<file path="src/rtl/hazard_pkg.sv">
// Shared constants and types for the pipeline hazard controller.
package hazard_pkg;

    localparam int unsigned REG_W    = 4;
    localparam int unsigned MC_CNT_W = 4;

    localparam logic [1:0] FWD_RF  = 2'b00;
    localparam logic [1:0] FWD_WB  = 2'b01;
    localparam logic [1:0] FWD_MEM = 2'b10;

    localparam logic [REG_W-1:0] PC_REG = 4'hF;

    typedef enum logic {
        IDLE = 1'b0,
        BUSY = 1'b1
    } mc_state_e;

    // M-stage result is younger than W, so it wins when both match.
    function automatic logic [1:0] fwd_sel(
        input logic [REG_W-1:0] ra,
        input logic [REG_W-1:0] wa_m,
        input logic             rw_m,
        input logic [REG_W-1:0] wa_w,
        input logic             rw_w
    );
        if (rw_m && (wa_m == ra))      return FWD_MEM;
        else if (rw_w && (wa_w == ra)) return FWD_WB;
        else                           return FWD_RF;
    endfunction

endpackage

</file>
<file path="src/rtl/hazard_unit_if.sv">
// Pipeline-side view of the hazard controller: register addresses, stage flags and controls.
interface hazard_unit_if #(parameter int unsigned CNT_W = 16);

    logic [3:0]       RA1D, RA2D, RA1E, RA2E;
    logic [3:0]       WA3E, WA3M, WA3W;
    logic             RegWriteE, RegWriteM, RegWriteW;
    logic             MemtoRegE, IgRnE;
    logic             PCSrcD, PCSrcE, PCSrcM, PCSrcW;
    logic             BranchTakenE, MultiStartE;
    logic [1:0]       ForwardAE, ForwardBE;
    logic             StallF, StallD, StallE;
    logic             FlushD, FlushE, FlushM;
    logic             MultiBusy;
    logic [CNT_W-1:0] StallCnt;

    modport master (
        output RA1D, RA2D, RA1E, RA2E, WA3E, WA3M, WA3W,
               RegWriteE, RegWriteM, RegWriteW, MemtoRegE, IgRnE,
               PCSrcD, PCSrcE, PCSrcM, PCSrcW, BranchTakenE, MultiStartE,
        input  ForwardAE, ForwardBE, StallF, StallD, StallE,
               FlushD, FlushE, FlushM, MultiBusy, StallCnt
    );

    modport slave (
        input  RA1D, RA2D, RA1E, RA2E, WA3E, WA3M, WA3W,
               RegWriteE, RegWriteM, RegWriteW, MemtoRegE, IgRnE,
               PCSrcD, PCSrcE, PCSrcM, PCSrcW, BranchTakenE, MultiStartE,
        output ForwardAE, ForwardBE, StallF, StallD, StallE,
               FlushD, FlushE, FlushM, MultiBusy, StallCnt
    );

endinterface

</file>
<file path="src/rtl/hazard_unit_mc_seq.sv">
// Multi-cycle execute sequencer: holds E for MC_LAT cycles per op.
module mc_seq
    import hazard_pkg::*;
#(
    parameter int unsigned MC_LAT = 4
) (
    input  logic clk,
    input  logic rst_n,
    input  logic start_i,
    output logic busy_o
);

    localparam logic        MULTI_EN = (MC_LAT > 1);
    localparam int unsigned LOAD     = (MC_LAT > 1) ? (MC_LAT - 2) : 0;

    mc_state_e             state_q, state_d;
    logic [MC_CNT_W-1:0]   cnt_q, cnt_d;

    always_ff @(posedge clk or negedge rst_n) begin
        if (!rst_n) begin
            state_q <= IDLE;
            cnt_q   <= '0;
        end else begin
            state_q <= state_d;
            cnt_q   <= cnt_d;
        end
    end

    // Start cycle counts as the first hold cycle; cnt==0 in BUSY is the release cycle.
    always_comb begin
        state_d = state_q;
        cnt_d   = cnt_q;
        busy_o  = 1'b0;
        unique case (state_q)
            IDLE: begin
                if (start_i && MULTI_EN) begin
                    busy_o  = 1'b1;
                    state_d = BUSY;
                    cnt_d   = MC_CNT_W'(LOAD);
                end
            end
            BUSY: begin
                if (cnt_q != '0) begin
                    busy_o = 1'b1;
                    cnt_d  = cnt_q - MC_CNT_W'(1);
                end else begin
                    state_d = IDLE;
                end
            end
            default: state_d = IDLE;
        endcase
    end

endmodule

</file>
<file path="src/rtl/hazard_unit.sv">
// Hazard controller: operand forwarding, stalls/flushes, multi-cycle hold and stall counter.
module hazard_unit
    import hazard_pkg::*;
#(
    parameter int unsigned MC_LAT = 4,
    parameter int unsigned CNT_W  = 16
) (
    input  logic         clk,
    input  logic         reset,
    hazard_unit_if.slave hz
);

    logic             multi_busy;
    logic             ldr_stall, pc_wr_pend;
    logic             stall_f;
    logic [CNT_W-1:0] stall_cnt_q, stall_cnt_d;

    mc_seq #(.MC_LAT(MC_LAT)) u_mc_seq (
        .clk     (clk),
        .rst_n   (reset),
        .start_i (hz.MultiStartE),
        .busy_o  (multi_busy)
    );

    // Reads of PC or of an ignored Rn never take a forwarded value.
    assign hz.ForwardAE = (hz.IgRnE || (hz.RA1E == PC_REG)) ? FWD_RF :
                          fwd_sel(hz.RA1E, hz.WA3M, hz.RegWriteM, hz.WA3W, hz.RegWriteW);
    assign hz.ForwardBE = (hz.RA2E == PC_REG) ? FWD_RF :
                          fwd_sel(hz.RA2E, hz.WA3M, hz.RegWriteM, hz.WA3W, hz.RegWriteW);

    assign ldr_stall  = hz.MemtoRegE && hz.RegWriteE &&
                        ((hz.RA1D == hz.WA3E) || (hz.RA2D == hz.WA3E));
    assign pc_wr_pend = hz.PCSrcD || hz.PCSrcE || hz.PCSrcM;
    assign stall_f    = ldr_stall || pc_wr_pend || multi_busy;

    // While E holds a multi-cycle op, E must not be cleared; M receives bubbles instead.
    assign hz.StallF    = stall_f;
    assign hz.StallD    = ldr_stall || multi_busy;
    assign hz.StallE    = multi_busy;
    assign hz.FlushD    = pc_wr_pend || hz.PCSrcW || hz.BranchTakenE;
    assign hz.FlushE    = (ldr_stall || hz.BranchTakenE) && !multi_busy;
    assign hz.FlushM    = multi_busy;
    assign hz.MultiBusy = multi_busy;

    always_comb begin
        stall_cnt_d = stall_cnt_q;
        if (stall_f && (stall_cnt_q != '1)) stall_cnt_d = stall_cnt_q + CNT_W'(1);
    end

    always_ff @(posedge clk or negedge reset) begin
        if (!reset) stall_cnt_q <= '0;
        else        stall_cnt_q <= stall_cnt_d;
    end

    assign hz.StallCnt = stall_cnt_q;

endmodule

</file>
<file path="src/flat_wrapper.sv">
// flat-port wrapper written by rule: the top's interface ports become plain ports
module hazard_unit_flat import hazard_pkg::*;
#(
    parameter int unsigned MC_LAT = 4,
    parameter int unsigned CNT_W  = 16
)
  (clk, reset, hz_RA1D, hz_RA2D, hz_RA1E, hz_RA2E, hz_WA3E, hz_WA3M, hz_WA3W, hz_RegWriteE, hz_RegWriteM, hz_RegWriteW, hz_MemtoRegE, hz_IgRnE, hz_PCSrcD, hz_PCSrcE, hz_PCSrcM, hz_PCSrcW, hz_BranchTakenE, hz_MultiStartE, hz_ForwardAE, hz_ForwardBE, hz_StallF, hz_StallD, hz_StallE, hz_FlushD, hz_FlushE, hz_FlushM, hz_MultiBusy, hz_StallCnt);
  hazard_unit_if #(.CNT_W(CNT_W)) hz_i ();
  input  logic clk;
  input  logic reset;
  input wire logic [$bits(hz_i.RA1D)-1:0] hz_RA1D;
  input wire logic [$bits(hz_i.RA2D)-1:0] hz_RA2D;
  input wire logic [$bits(hz_i.RA1E)-1:0] hz_RA1E;
  input wire logic [$bits(hz_i.RA2E)-1:0] hz_RA2E;
  input wire logic [$bits(hz_i.WA3E)-1:0] hz_WA3E;
  input wire logic [$bits(hz_i.WA3M)-1:0] hz_WA3M;
  input wire logic [$bits(hz_i.WA3W)-1:0] hz_WA3W;
  input wire logic [$bits(hz_i.RegWriteE)-1:0] hz_RegWriteE;
  input wire logic [$bits(hz_i.RegWriteM)-1:0] hz_RegWriteM;
  input wire logic [$bits(hz_i.RegWriteW)-1:0] hz_RegWriteW;
  input wire logic [$bits(hz_i.MemtoRegE)-1:0] hz_MemtoRegE;
  input wire logic [$bits(hz_i.IgRnE)-1:0] hz_IgRnE;
  input wire logic [$bits(hz_i.PCSrcD)-1:0] hz_PCSrcD;
  input wire logic [$bits(hz_i.PCSrcE)-1:0] hz_PCSrcE;
  input wire logic [$bits(hz_i.PCSrcM)-1:0] hz_PCSrcM;
  input wire logic [$bits(hz_i.PCSrcW)-1:0] hz_PCSrcW;
  input wire logic [$bits(hz_i.BranchTakenE)-1:0] hz_BranchTakenE;
  input wire logic [$bits(hz_i.MultiStartE)-1:0] hz_MultiStartE;
  output wire logic [$bits(hz_i.ForwardAE)-1:0] hz_ForwardAE;
  output wire logic [$bits(hz_i.ForwardBE)-1:0] hz_ForwardBE;
  output wire logic [$bits(hz_i.StallF)-1:0] hz_StallF;
  output wire logic [$bits(hz_i.StallD)-1:0] hz_StallD;
  output wire logic [$bits(hz_i.StallE)-1:0] hz_StallE;
  output wire logic [$bits(hz_i.FlushD)-1:0] hz_FlushD;
  output wire logic [$bits(hz_i.FlushE)-1:0] hz_FlushE;
  output wire logic [$bits(hz_i.FlushM)-1:0] hz_FlushM;
  output wire logic [$bits(hz_i.MultiBusy)-1:0] hz_MultiBusy;
  output wire logic [$bits(hz_i.StallCnt)-1:0] hz_StallCnt;
  assign hz_i.RA1D = hz_RA1D;
  assign hz_i.RA2D = hz_RA2D;
  assign hz_i.RA1E = hz_RA1E;
  assign hz_i.RA2E = hz_RA2E;
  assign hz_i.WA3E = hz_WA3E;
  assign hz_i.WA3M = hz_WA3M;
  assign hz_i.WA3W = hz_WA3W;
  assign hz_i.RegWriteE = hz_RegWriteE;
  assign hz_i.RegWriteM = hz_RegWriteM;
  assign hz_i.RegWriteW = hz_RegWriteW;
  assign hz_i.MemtoRegE = hz_MemtoRegE;
  assign hz_i.IgRnE = hz_IgRnE;
  assign hz_i.PCSrcD = hz_PCSrcD;
  assign hz_i.PCSrcE = hz_PCSrcE;
  assign hz_i.PCSrcM = hz_PCSrcM;
  assign hz_i.PCSrcW = hz_PCSrcW;
  assign hz_i.BranchTakenE = hz_BranchTakenE;
  assign hz_i.MultiStartE = hz_MultiStartE;
  assign hz_ForwardAE = hz_i.ForwardAE;
  assign hz_ForwardBE = hz_i.ForwardBE;
  assign hz_StallF = hz_i.StallF;
  assign hz_StallD = hz_i.StallD;
  assign hz_StallE = hz_i.StallE;
  assign hz_FlushD = hz_i.FlushD;
  assign hz_FlushE = hz_i.FlushE;
  assign hz_FlushM = hz_i.FlushM;
  assign hz_MultiBusy = hz_i.MultiBusy;
  assign hz_StallCnt = hz_i.StallCnt;
  hazard_unit #(.MC_LAT(MC_LAT), .CNT_W(CNT_W)) u_core (.clk(clk), .reset(reset), .hz(hz_i));
endmodule
</file>
<file path="config.mk">
export PLATFORM = sky130hd
export DESIGN_NAME = hazard_unit_flat
export DESIGN_NICKNAME = d
export VERILOG_FILES = /design/src/rtl/hazard_pkg.sv /design/src/rtl/hazard_unit_if.sv /design/src/rtl/hazard_unit_mc_seq.sv /design/src/rtl/hazard_unit.sv /design/src/flat_wrapper.sv
export SDC_FILE = /design/constraint.sdc
export NUM_CORES = 1
export LEC_CHECK = 0
export ABC_AREA = 1
export BUFFER_PORTS_ARGS = -buffer_cell sky130_fd_sc_hd__buf_4
export CAP_MARGIN = 20
export CORE_ASPECT_RATIO = 1.4
export CORE_MARGIN = 5
export CORE_UTILIZATION = 49
export CTS_CLUSTER_DIAMETER = 150
export CTS_CLUSTER_SIZE = 40
export DETAILED_ROUTE_END_ITERATION = 6
export PLACE_DENSITY_LB_ADDON = 0.05
export SYNTH_ARGS = -nofsm -noshare
export SYNTH_HDL_FRONTEND = slang
export SYNTH_SLANG_ARGS = --single-unit
</file>
<file path="constraint.sdc">
create_clock -name clk -period 2.3 [get_ports clk]
set_clock_uncertainty 0.1 [all_clocks]
set_input_delay 0.23 -clock clk [delete_from_list [all_inputs] [get_ports clk]]
set_output_delay 0.23 -clock clk [all_outputs]
set_load 0.05 [all_outputs]
</file>
==> results of run 1 <==
[registers in the layout, summed over array words and instances (netlist names)]
name / count
u_core.hz.StallCnt: 16
u_core.u_mc_seq.cnt_q: 4
u_core.u_mc_seq.state_q: 1
[repair_timing]
item	in CTS	in global routing
resized for setup	0	1
hold buffers	1	0
hold endpoints to repair	21	0
setup endpoints to repair	0	1
[where the power goes]
group          total [mW]  internal [mW]  switching, mW
Combinational        1.20          0.409          0.786
Clock               0.252          0.121          0.131
Sequential          0.581          0.474          0.107
Total                2.03           1.00           1.02
[worst min-delay path, stage by stage]
cell	delay (ns)
sky130_fd_sc_hd__buf_4	0.08
sky130_fd_sc_hd__nand2_1	0.06
sky130_fd_sc_hd__o211ai_1	0.09
[cells in the final DEF (no fill, tap or decap)]
| cell type | n |
|---|---|
| sky130_fd_sc_hd__a21oi_1 | 2 |
| sky130_fd_sc_hd__a21oi_2 | 1 |
| sky130_fd_sc_hd__a41oi_1 | 1 |
| sky130_fd_sc_hd__buf_4 | 69 |
| sky130_fd_sc_hd__clkbuf_8 | 3 |
| sky130_fd_sc_hd__clkinv_2 | 1 |
| sky130_fd_sc_hd__dfrtp_1 | 21 |
| sky130_fd_sc_hd__dlygate4sd3_1 | 1 |
| sky130_fd_sc_hd__ha_1 | 2 |
| sky130_fd_sc_hd__inv_1 | 39 |
| sky130_fd_sc_hd__inv_2 | 2 |
| sky130_fd_sc_hd__nand2_1 | 87 |
| sky130_fd_sc_hd__nand2_2 | 1 |
| sky130_fd_sc_hd__nand2_4 | 1 |
| sky130_fd_sc_hd__nand3_1 | 27 |
| sky130_fd_sc_hd__nand3_4 | 1 |
| sky130_fd_sc_hd__nand3b_1 | 1 |
| sky130_fd_sc_hd__nand4_1 | 5 |
| sky130_fd_sc_hd__nor2_1 | 23 |
| sky130_fd_sc_hd__nor2_4 | 1 |
| sky130_fd_sc_hd__nor3_1 | 6 |
| sky130_fd_sc_hd__nor3_2 | 1 |
| sky130_fd_sc_hd__nor3b_1 | 2 |
| sky130_fd_sc_hd__nor4_1 | 1 |
| sky130_fd_sc_hd__nor4_2 | 1 |
| sky130_fd_sc_hd__o211ai_1 | 1 |
| sky130_fd_sc_hd__o21ai_0 | 3 |
| sky130_fd_sc_hd__o22ai_1 | 5 |
| sky130_fd_sc_hd__xnor2_1 | 5 |
| sky130_fd_sc_hd__xor2_1 | 16 |
[metrics by stage]
| step | setup slack [ns] | area, um^2 | util (%) | hold WS (ns) |
|---|---|---|---|---|
| finish | 0.156 | 2300 | 68.1 | 0.116 |
| CTS | 0.0375 | 2290 | 67.9 | 0.117 |
| detailed placement | 0.343 | 2240 | 66.2 | 0.0324 |
| floorplan | 0.0562 | 1710 | - | -0.166 |
| global placement | 0.328 | 2240 | 66.2 | 0.0276 |
| global route | 0.0156 | 2300 | 68.1 | 0.152 |
[per-layer routing]
metal,track usage (%),part of all wire [%]
met5,0,0
met2,39.3,57
met4,9.76,3.2
met1,18.4,35
met3,1.78,4.5
[how the worst max path moves through the flow]
stage | from | endpoint | cells after the start
CTS | u_core.u_mc_seq.cnt_q[0] | hz_StallF | 8
global placement | u_core.u_mc_seq.cnt_q[0] | hz_StallF | 8
detailed placement | u_core.u_mc_seq.cnt_q[0] | u_core.hz.StallCnt[12] | 10
finish | u_core.u_mc_seq.cnt_q[0] | hz_StallF | 8
global route | u_core.u_mc_seq.cnt_q[0] | hz_StallF | 8
floorplan | u_core.u_mc_seq.cnt_q[0] | u_core.hz.StallCnt[0] | 10
[area by class of cell]
class / instances / area, um^2 / share of cell area [%]
Tap cell: 40 / 50.0 / 2.18
Sequential cell: 21 / 526 / 22.8
Multi-Input combinational cell: 194 / 997 / 43.3
Inverter: 41 / 154 / 6.69
Clock inverter: 1 / 5.00 / 0.218
Timing Repair Buffer: 70 / 528 / 22.9
Clock buffer: 3 / 41.3 / 1.79
[logic make-up after synthesis]
family                   after synthesis  share of synthesized area, %
buffers and inverters                 47                          11.6
AND/OR/NAND/NOR                      158                          40.7
flip-flops                            21                          30.9
XOR/XNOR                              21                          10.8
AO/OA/AOI/OAI                         13                          4.56
adder cells (fa/ha/maj)                2                          1.47
==> summary.md, run 1 <==
| Metric | Value |
|---|---|
| Outcome | completed |
| Number of H-tree branching levels | 1 |
| Cell breakdown of the critical path | inv_1, ha_1, nand3_1, nand2_1, nand2_1, inv_1, nand3_4, buf_4 |
| Area of the core | 3380 um^2 |
| Most repeated cell in the gate-level netlist after synthesis | sky130_fd_sc_hd__nand2_1 |
| Worst-Skew Late Latency | about 0.27 ns |
| Startpoint of the worst-slack reg-to-reg timing path | u_core.u_mc_seq.cnt_q[0] |
| Setup TNS Final | 0 ns |
| Min Tclk post-route | ~2.1 ns |
| Yosys Warn Count | 0 |
| Post-route DRC | 0 |
| Initial Util | just over 50% |
| Largest net degree at the start of global routing | 22 |
| Syn Area/Cell | about 6.5 um^2 |
| Number of placement rows | 25 |
| Worst slew slack as a fraction of its limit | 66.7% |
| Post-route non-filler standard cell count | 370 |
| Vias in the first global route | approximately 1.9k |
| Family with the most delay on the worst path | simple AND/OR/NAND/NOR gates |
| Floorplan die height | 79.8 um |
| Synthesized instance count | approximately 260 |
| VDD IR-drop max | roughly 0.00084 V |
| Number of routed nets with antenna violations | 0 |
| Proportion of register bits with asynchronous set or reset after synthesis | 100% |
| Clock-pin transition on the worst setup and hold timing paths | 0.09 ns |
| Sequential area share after synthesis | a little under a third |
| Synth unique cells | 27 |
| Syn_nets | ~310 |
| Dominant synthesized flop cell | sky130_fd_sc_hd__dfrtp_1 |
| Cts bufs inserted | 3 |
| Cell depth of the worst hold path | 3 |
| Slowest stage delay, CP | about 0.4 ns |
| Buffers inserted by post-CTS timing repair | 0 |
| CTS sink count | 21 |
| Leading post-synthesis cells by instance count | sky130_fd_sc_hd__nand2_1 (87), sky130_fd_sc_hd__inv_1 (39), sky130_fd_sc_hd__nand3_1 (27) |
| Iteration-0 DRC count of the detailed router | 82 |
| Global route total overflow | 0 |
| Leakage component of the power | about 1.3 nW |
| Overall power after layout | 2.03 mW |
| Die outline area | ~4800 um^2 |
| CP arrival | between 1.5 and 2 ns |
| Worst-margin pin slew | around 0.50 ns |
| Largest cells by area after synthesis | sky130_fd_sc_hd__dfrtp_1 (31%), sky130_fd_sc_hd__nand2_1 (19%), sky130_fd_sc_hd__inv_1 (8.6%) |
| Initial antenna violation count | 0 |
| Cell area after synthesis | between 1500 and 2000 um^2 |
| Number of nets in the layout | ~370 |
| Final period utilization | between 90 and 100% |
| Largest area contributor in the synthesized netlist | sky130_fd_sc_hd__dfrtp_1 |
| Die Span X | roughly 60 um |
| Reg-to-Reg End | u_core.hz.StallCnt[12] |
| Syn-to-layout area delta | 35.1% |
| Final hold viol count | 0 |
| Count of input and output buffers | 67 |
| Share of Yosys cell area claimed by the top area cell type | a little under a third |
| Min-Delay Startpoint | hz_MultiStartE |
| DR vias/cell | approximately 5.0 |
| Total global-route track usage | roughly 20% |
| Final number of setup-violating endpoints | 0 |
| Type of origin of the critical path | flip-flop |
| Buffer type at the clock tree root | sky130_fd_sc_hd__clkbuf_8 |
| Cell depth of the worst flop-to-flop path | 10 |
| Via count of the routed design | ~1.9k |
| Hold Path Class | input pin to flip-flop |
| Final HPWL DP | between 3000 and 4000 um |
| Max-slew violation count | 0 |
| Flip-flop and latch count after synthesis | 21 |
| Ratio of cells with drive above 1 in the final layout | between 20% and 30% |
| Number of maximum-capacitance violations | 0 |
| Average wire per standard cell | roughly 12 um |
| Post-synth EDFFs | 0 |
| Clock tree from TritonCTS | built |
| Setup slack of the most critical reg-to-reg path | about 0.43 ns |
| RSZ-0062 raised after global routing | false |
| Achievable clock frequency | 466 MHz |
| Worst hold path endpoint | u_core.u_mc_seq.cnt_q[1] |
| Maximum clock insertion buffer count | 2 |
| Critical path peak fanout | 12 |
| Placed cell count | 365 |
| Cell Pwr Density | ~900 nW/um^2 |
| Total buffers and inverters traversed by the critical path | 3 |
| Worst-path cell with the longest stage delay | sky130_fd_sc_hd__dfrtp_1 |
| Worst Path Required | around 2.0 ns |
| Placer's final routability congestion estimate | roughly 0.93 |
| Setup crit end kind | output port |
| Number of iterations in the first detailed-routing pass | 4 |
| Crit Path Category | flip-flop to output port |
| First-pass GRT wire length | 7310 um |
| Routed WL | approximately 4300 um |
| Number of inserted diodes | 0 |
| Fill count | around 330 |
| I/O pin cnt | 68 |
Note: power is estimated with default switching activity, not from simulation.
==> run 2, diff against run 1 <==
Settings changed: SYNTH_HIERARCHICAL set to 1.
==> run 2 against run 1 <==
Net effect:
- hold slack improved by 0.17 ns
- global-route usage down 2.1 points
- worst setup slack worse by 0.019 ns
- register-to-register slack worse by 0.17 ns
- wire length shrank 4.1%
- via count is 0.70% higher
- critical path depth unchanged
- first-iteration DRC count shrank 17%
- synthesized cell count is 1.5% higher
- sequential share of layout area down 0.74 points
- largest cell class unchanged
- largest power group unchanged
==> summary.md, run 2 <==
| Metric | Value |
|---|---|
| Crit Path Category | flip-flop to output port |
| Placer's final routability congestion estimate | 0.780 (-16%) |
| Post-route core utilization | 69.1% (+1.0 points) |
| Post-route DRC | 0 (unchanged) |
| Number of maximum-capacitance violations | 0 (unchanged) |
| Startpoint of the worst-slack reg-to-reg timing path | u_core/u_mc_seq/cnt_q[0] |
| Syn_nets | 309 (+1.3%) |
| Maximum clock insertion buffer count | 2 (unchanged) |
| Cell depth of the worst flop-to-flop path | 11 (+1) |
| Outcome | completed |
| Syn Area/Cell | 6.62 um^2 (+1.8%) |
| Syn-to-layout area delta | 35.1% (about the same) |
| Critical path peak fanout | 9 (-3) |
| Sequential area share after synthesis | 29.9% (-1.0 points) |
| Synth unique cells | 29 (+7.4%) |
| Most repeated cell in the gate-level netlist after synthesis | sky130_fd_sc_hd__nand2_1 |
| Overall power after layout | 2.10 mW (+3.5%) |
| Count of input and output buffers | 67 (unchanged) |
| Average wire per standard cell | 11.0 um (-6.1%) |
| Min Tclk post-route | 2.16 ns (+0.0187 ns) |
| Cell Pwr Density | 883 nW/um^2 (+0.14%) |
| CTS sink count | 21 (unchanged) |
| Number of placement rows | 25 (unchanged) |
| Largest area contributor in the synthesized netlist | sky130_fd_sc_hd__dfrtp_1 |
| Dominant synthesized flop cell | sky130_fd_sc_hd__dfrtp_1 |
| Cell area after synthesis | 1760 um^2 (+3.4%) |
| Worst Path Required | 1.97 ns (about the same) |
| Yosys Warn Count | 6 (+6) |
| Largest cells by area after synthesis | sky130_fd_sc_hd__dfrtp_1 (30%), sky130_fd_sc_hd__nand2_1 (20%), sky130_fd_sc_hd__inv_1 (7.2%) |
| Global route total overflow | 0 (unchanged) |
| Leakage component of the power | 1.30 nW (+2.5%) |
| Setup slack of the most critical reg-to-reg path | 0.26 ns (-0.17 ns) |
| Cts bufs inserted | 3 (unchanged) |
| Type of origin of the critical path | flip-flop |
| Routed WL | 4160 um (-4.1%) |
| Number of nets in the layout | 382 (+2.1%) |
| Flip-flop and latch count after synthesis | 21 (unchanged) |
| First-pass GRT wire length | 6730 um (-7.8%) |
| Final HPWL DP | 3350 um (-7.4%) |
| Fin Hold WS | 0.287 ns (+0.172 ns) |
| Buffer type at the clock tree root | sky130_fd_sc_hd__clkbuf_8 |
| Number of inserted diodes | 0 (unchanged) |
| Via count of the routed design | 1,874 (+0.70%) |
| Setup TNS Final | 0 ns (unchanged) |
| Clock tree from TritonCTS | built |
| Die Span X | 60.7 um (+1.4%) |
| Final hold viol count | 0 (unchanged) |
| Ratio of cells with drive above 1 in the final layout | 30.5% (+5.6 points) |
| Vias in the first global route | 1,671 (-11%) |
| Number of H-tree branching levels | 1 (unchanged) |
| Floorplan die height | 80.9 um (+1.5%) |
| Worst-Skew Late Latency | 0.26 ns (about the same) |
| Area of the core | 3440 um^2 (+1.9%) |
| Share of Yosys cell area claimed by the top area cell type | 29.9% (-1.0 points) |
| Achievable clock frequency | 462 MHz (-0.86%) |
| CP arrival | 1.83 ns (+0.02 ns) |
| Hold Path Class | input pin to asynchronous set/reset pin |
| Die outline area | 4910 um^2 (+2.9%) |
| Initial Util | 51.2% (+0.76 points) |
| RSZ-0062 raised after global routing | false |
| Proportion of register bits with asynchronous set or reset after synthesis | 100% (unchanged) |
| Clock-pin transition on the worst setup and hold timing paths | 0.07 ns (-0.02 ns) |
| Total global-route track usage | 17.5% (-2.1 points) |
| VDD IR-drop max | 0.000684 V (-19%) |
| Initial antenna violation count | 0 (unchanged) |
| Iteration-0 DRC count of the detailed router | 68 (-17%) |
| Number of routed nets with antenna violations | 0 (unchanged) |
| Post-synth EDFFs | 0 (unchanged) |
| Number of iterations in the first detailed-routing pass | 4 (unchanged) |
| Leading post-synthesis cells by instance count | sky130_fd_sc_hd__nand2_1 (94), sky130_fd_sc_hd__inv_1 (34), sky130_fd_sc_hd__nand3_1 (23) |
| Worst-margin pin slew | 0.435 ns (-0.0632 ns) |
| Reg-to-Reg End | u_core/hz.StallCnt[8] |
| I/O pin cnt | 68 (unchanged) |
| Largest register FFs | 16 (unchanged) |
| Most used cells in the layout excluding fill and tap cells | sky130_fd_sc_hd__nand2_1 (94), sky130_fd_sc_hd__buf_4 (71), sky130_fd_sc_hd__inv_1 (34), sky130_fd_sc_hd__nand3_1 (23), sky130_fd_sc_hd__dfrtp_1 (21) |
| DR vias/cell | 4.96 (-1.4%) |
| Worst slew slack as a fraction of its limit | 70.8% (+4.1 points) |
| Final number of setup-violating endpoints | 0 (unchanged) |
| Synthesized instance count | 266 (+1.5%) |
| Fill count | 316 (-4.8%) |
| Setup crit end kind | output port |
| Most common library cell in the layout ignoring fill and taps | sky130_fd_sc_hd__nand2_1 |
| Largest net degree at the start of global routing | 22 (unchanged) |
| Final period utilization | 94.0% (+0.81 points) |
| Max-slew violation count | 0 (unchanged) |
[run 2: cell type report]
| class | count | area, um^2 | share of cell area (%) |
|---|---|---|---|
| multi-input combinational | 200 | 1050 | 44.3 |
| tap | 40 | 50.0 | 2.10 |
| timing repair buffer | 73 | 554 | 23.3 |
| sequential | 21 | 526 | 22.1 |
| clock buffer | 4 | 45.0 | 1.89 |
| inverter | 40 | 150 | 6.31 |
[run 2: critical path: stages, from the launching register on]
cell                      delay, ns
sky130_fd_sc_hd__dfrtp_1       0.39
sky130_fd_sc_hd__inv_1         0.09
sky130_fd_sc_hd__ha_1          0.20
sky130_fd_sc_hd__nand2_1       0.11
sky130_fd_sc_hd__a21oi_4       0.18
sky130_fd_sc_hd__inv_1         0.13
sky130_fd_sc_hd__inv_1         0.14
sky130_fd_sc_hd__nand3_4       0.14
sky130_fd_sc_hd__buf_6         0.20
[run 2: layer usage]
| layer | global-route usage (%) | up-vias | wire length [um] |
|---|---|---|---|
| met5 | 0 | - | 0 |
| met4 | 6.51 | 0 | 48 |
| met3 | 3.50 | 4 | 269 |
| met2 | 33.0 | 52 | 2230 |
| met1 | 18.4 | 841 | 1610 |
| li1 | - | 977 | - |
[run 2: how the worst max path moves through the flow]
| stage | from | to | slack [ns] | cells after the start |
|---|---|---|---|---|
| after floorplan | u_core/u_mc_seq/cnt_q[0] | hz_StallD | 0.24 | 7 |
| after global placement | u_core/u_mc_seq/cnt_q[0] | u_core/hz.StallCnt[1] | 0.38 | 10 |
| after detailed placement | u_core/u_mc_seq/cnt_q[0] | u_core/hz.StallCnt[1] | 0.29 | 10 |
| after CTS | u_core/u_mc_seq/cnt_q[0] | hz_StallF | 0.01 | 8 |
| after global routing | u_core/u_mc_seq/cnt_q[0] | hz_StallF | 0.01 | 8 |
| final | u_core/u_mc_seq/cnt_q[0] | hz_StallF | 0.14 | 8 |
[run 2: what timing repair did]
| item | in CTS | in global routing |
|---|---|---|
| gates resized for setup | 0 | 2 |
| endpoints found under the hold margin | 21 | 0 |
| buffers inserted | 0 | 4 |
| endpoints found under the setup margin | 0 | 1 |
| hold buffers | 1 | 0 |
[run 2: power by group]
part	leakage [nW]	switching, mW	internal [mW]
sequential	0.271	0.150	0.479
clock	0.0228	0.113	0.123
combinational	1.01	0.808	0.425
total	1.30	1.07	1.03
[run 2: kinds of logic after synthesis]
logic type / synth area share [%]
AOI/OAI and AO/OA: 7.32
buffers and inverters: 11.3
xor gates and xnor gates: 5.47
DFF: 29.9
adders and majority gates: 1.42
and+or+nand+nor: 44.6
[run 2: per-stage QoR]
stage | std cells | setup slack (ns) | cell area (um^2)
3_3_place_gp | 369 | 0.378 | 2280
4_1_cts | 374 | 0.0106 | 2340
3_5_place_dp | 369 | 0.292 | 2280
6_report | 378 | 0.137 | 2380
2_1_floorplan | 266 | 0.244 | 1770
5_1_grt | 378 | 0.0120 | 2380
==> run 3, diff against run 2 <==
Settings changed: CORE_MARGIN 5 to unset, CORE_UTILIZATION 49 to 51, CTS_BUF_LIST set to sky130_fd_sc_hd__clkbuf_4 sky130_fd_sc_hd__clkbuf_8, SLEW_MARGIN set to 25.
==> run 3 against run 2 <==
Net effect:
- clock power increased by 7%
- global-route usage increased by 5.7 points
- critical path depth unchanged
- core utilization increased by 4.5 points
- first-iteration DRC count decreased by 49%
- wire length decreased by 6.6%
- critical endpoint unchanged
- flip-flop and latch count unchanged
- fmax decreased by 0.89%
- critical path type unchanged
- largest power group unchanged
- non-clock buffer count decreased by 2
- final cell count decreased by 0.79%
- hold slack got worse by 0.0043 ns
- register-to-register slack improved by 0.07 ns
==> summary.md, run 3 (same netlist as run 2, synthesis figures left out) <==
| Metric | Value |
|---|---|
| Outcome | completed |
| Floorplan die height | 71.5 um (-12%) |
| Largest register FFs | 16 (unchanged) |
| DR vias/cell | 4.94 (-0.44%) |
| Origin of the worst setup path | u_core/u_mc_seq/cnt_q[0] |
| Die Span X | 51.7 um (-15%) |
| Worst Path Required | 1.97 ns (about the same) |
| CTS sink count | 21 (unchanged) |
| Worst-Skew Late Latency | 0.26 ns (about the same) |
| Cell breakdown of the critical path | inv_1, ha_1, nand2_1, a21oi_4, inv_2, inv_1, nand3_4, buf_6 |
| Routed WL | 3890 um (-6.6%) |
| Critical path peak fanout | 11 (+2) |
| Cell depth of the worst flop-to-flop path | 10 (-1) |
| Initial antenna violation count | 0 (unchanged) |
| Total global-route track usage | 23.2% (+5.7 points) |
| Worst-margin pin slew | 0.468 ns (+0.0332 ns) |
| VDD IR-drop max | 0.000823 V (+20%) |
| Post-route core utilization | 73.6% (+4.5 points) |
| Number of inserted diodes | 0 (unchanged) |
| Syn-to-layout area delta | 34.4% |
| Area of the core | 3210 um^2 (-6.6%) |
| Hold Path Class | input pin to asynchronous set/reset pin |
| Final number of setup-violating endpoints | 0 (unchanged) |
| Fin Hold WS | 0.283 ns (-0.00430 ns) |
| Most common library cell in the layout ignoring fill and taps | sky130_fd_sc_hd__nand2_1 |
| Achievable clock frequency | 458 MHz (-0.89%) |
| Crit Path Category | flip-flop to output port |
| Cts bufs inserted | 3 (unchanged) |
| Number of iterations in the first detailed-routing pass | 4 (unchanged) |
| First-pass GRT wire length | 6790 um (+0.82%) |
| Placer's final routability congestion estimate | 0.772 (-1.0%) |
| Worst-path cell with the longest stage delay | sky130_fd_sc_hd__dfrtp_1 |
| Overall power after layout | 2.13 mW (+1.7%) |
| Number of placement rows | 24 (-4.0%) |
| Die outline area | 3690 um^2 (-25%) |
| Setup crit end kind | output port |
| Count of input and output buffers | 67 (unchanged) |
| Type of origin of the critical path | flip-flop |
| Initial Util | 54.8% (+3.6 points) |
| Vias in the first global route | 1,787 (+6.9%) |
| Number of maximum-capacitance violations | 0 (unchanged) |
| Most used cells in the layout excluding fill and tap cells | sky130_fd_sc_hd__nand2_1 (94), sky130_fd_sc_hd__buf_4 (69), sky130_fd_sc_hd__inv_1 (33), sky130_fd_sc_hd__nand3_1 (23), sky130_fd_sc_hd__dfrtp_1 (21) |
| Final hold viol count | 0 (unchanged) |
| Global route total overflow | 0 (unchanged) |
| Number of H-tree branching levels | 1 (unchanged) |
| Average wire per standard cell | 10.4 um (-5.9%) |
| Iteration-0 DRC count of the detailed router | 35 (-49%) |
| Slowest stage delay, CP | 0.39 ns (about the same) |
| Min Tclk post-route | 2.18 ns (+0.0193 ns) |
| RSZ-0062 raised after global routing | false |
| Maximum clock insertion buffer count | 2 (unchanged) |
| Post-route DRC | 0 (unchanged) |
| I/O pin cnt | 68 (unchanged) |
| Setup TNS Final | 0 ns (unchanged) |
| Startpoint of the worst-slack reg-to-reg timing path | u_core/u_mc_seq/cnt_q[0] |
| Clock tree from TritonCTS | built |
| Max-slew violation count | 0 (unchanged) |
| Number of routed nets with antenna violations | 0 (unchanged) |
| Crit-path most repeated cell | sky130_fd_sc_hd__inv_1 |
| Leakage component of the power | 1.30 nW (-0.31%) |
| CP arrival | 1.85 ns (+0.02 ns) |
| Cell Pwr Density | 902 nW/um^2 (+2.2%) |
| Via count of the routed design | 1,851 (-1.2%) |
| Largest net degree at the start of global routing | 22 (unchanged) |
| Clock-pin transition on the worst setup and hold timing paths | 0.07 ns (about the same) |
| Final HPWL DP | 3080 um (-8.1%) |
| Buffer type at the clock tree root | sky130_fd_sc_hd__clkbuf_8 |
| Worst slew slack as a fraction of its limit | 68.6% (-2.2 points) |
| Ratio of cells with drive above 1 in the final layout | 30.7% (+0.18 points) |
| Final period utilization | 94.9% (+0.84 points) |
| Number of nets in the layout | 380 (-0.52%) |
-- run 3: layout make-up --
| type | count | area (um^2) |
|---|---|---|
| Clock buffer | 4 | 48.8 |
| Tap cell | 39 | 48.8 |
| Sequential cell | 21 | 526 |
| Inverter | 40 | 150 |
| Timing Repair Buffer | 71 | 539 |
| Multi-Input combinational cell | 200 | 1050 |
| Fill cell | 271 | 847 |
-- run 3: worst paths after layout --
check | end | slack (ns)
worst max-delay path | hz_StallF | 0.12
worst max register to register | u_core/hz.StallCnt[7] | 0.33
max in group asynchronous | u_core/hz.StallCnt[15] | 1.60
worst min-delay path | u_core/hz.StallCnt[2] | 0.28
worst min register to register | u_core/u_mc_seq/cnt_q[0] | 0.39
min in group clk | u_core/u_mc_seq/cnt_q[1] | 0.30
-- run 3: worst max-delay path, delay by kind of cell (launching register included) --
family,cells,cell delay [ns]
DFF,1,0.39
adders and majority gates,1,0.19
buffers and inverters,4,0.52
and+or+nand+nor,2,0.27
AOI/OAI and AO/OA,1,0.22
-- run 3: what timing repair did --
action	in CTS	in global routing
setup buffers	0	2
setup endpoints to repair	0	2
endpoints found under the hold margin	21	0
gates resized for setup	0	3
hold buffers	1	0
-- run 3: power by group --
group          switching [mW]  internal, mW
combinational           0.808         0.443
sequential              0.152         0.479
clock                   0.117         0.135
total                    1.08          1.06
-- run 3: layer usage --
metal | GRT usage [%] | up-vias | share of wire [%]
met4 | 9.61 | 0 | 1.4
met5 | 0 | - | 0
met2 | 44.3 | 58 | 52
li1 | - | 977 | -
met3 | 3.18 | 4 | 5.4
met1 | 24.3 | 812 | 41
-- run 3: metrics by stage --
| stage | instances | area, um^2 | worst slack, ns |
|---|---|---|---|
| after floorplan | 266 | 1770 | 0.244 |
| after global placement | 368 | 2280 | 0.392 |
| after detailed placement | 368 | 2280 | 0.304 |
| after CTS | 373 | 2340 | 0.0179 |
| after global routing | 375 | 2370 | 0.000737 |
| final | 375 | 2370 | 0.118 |
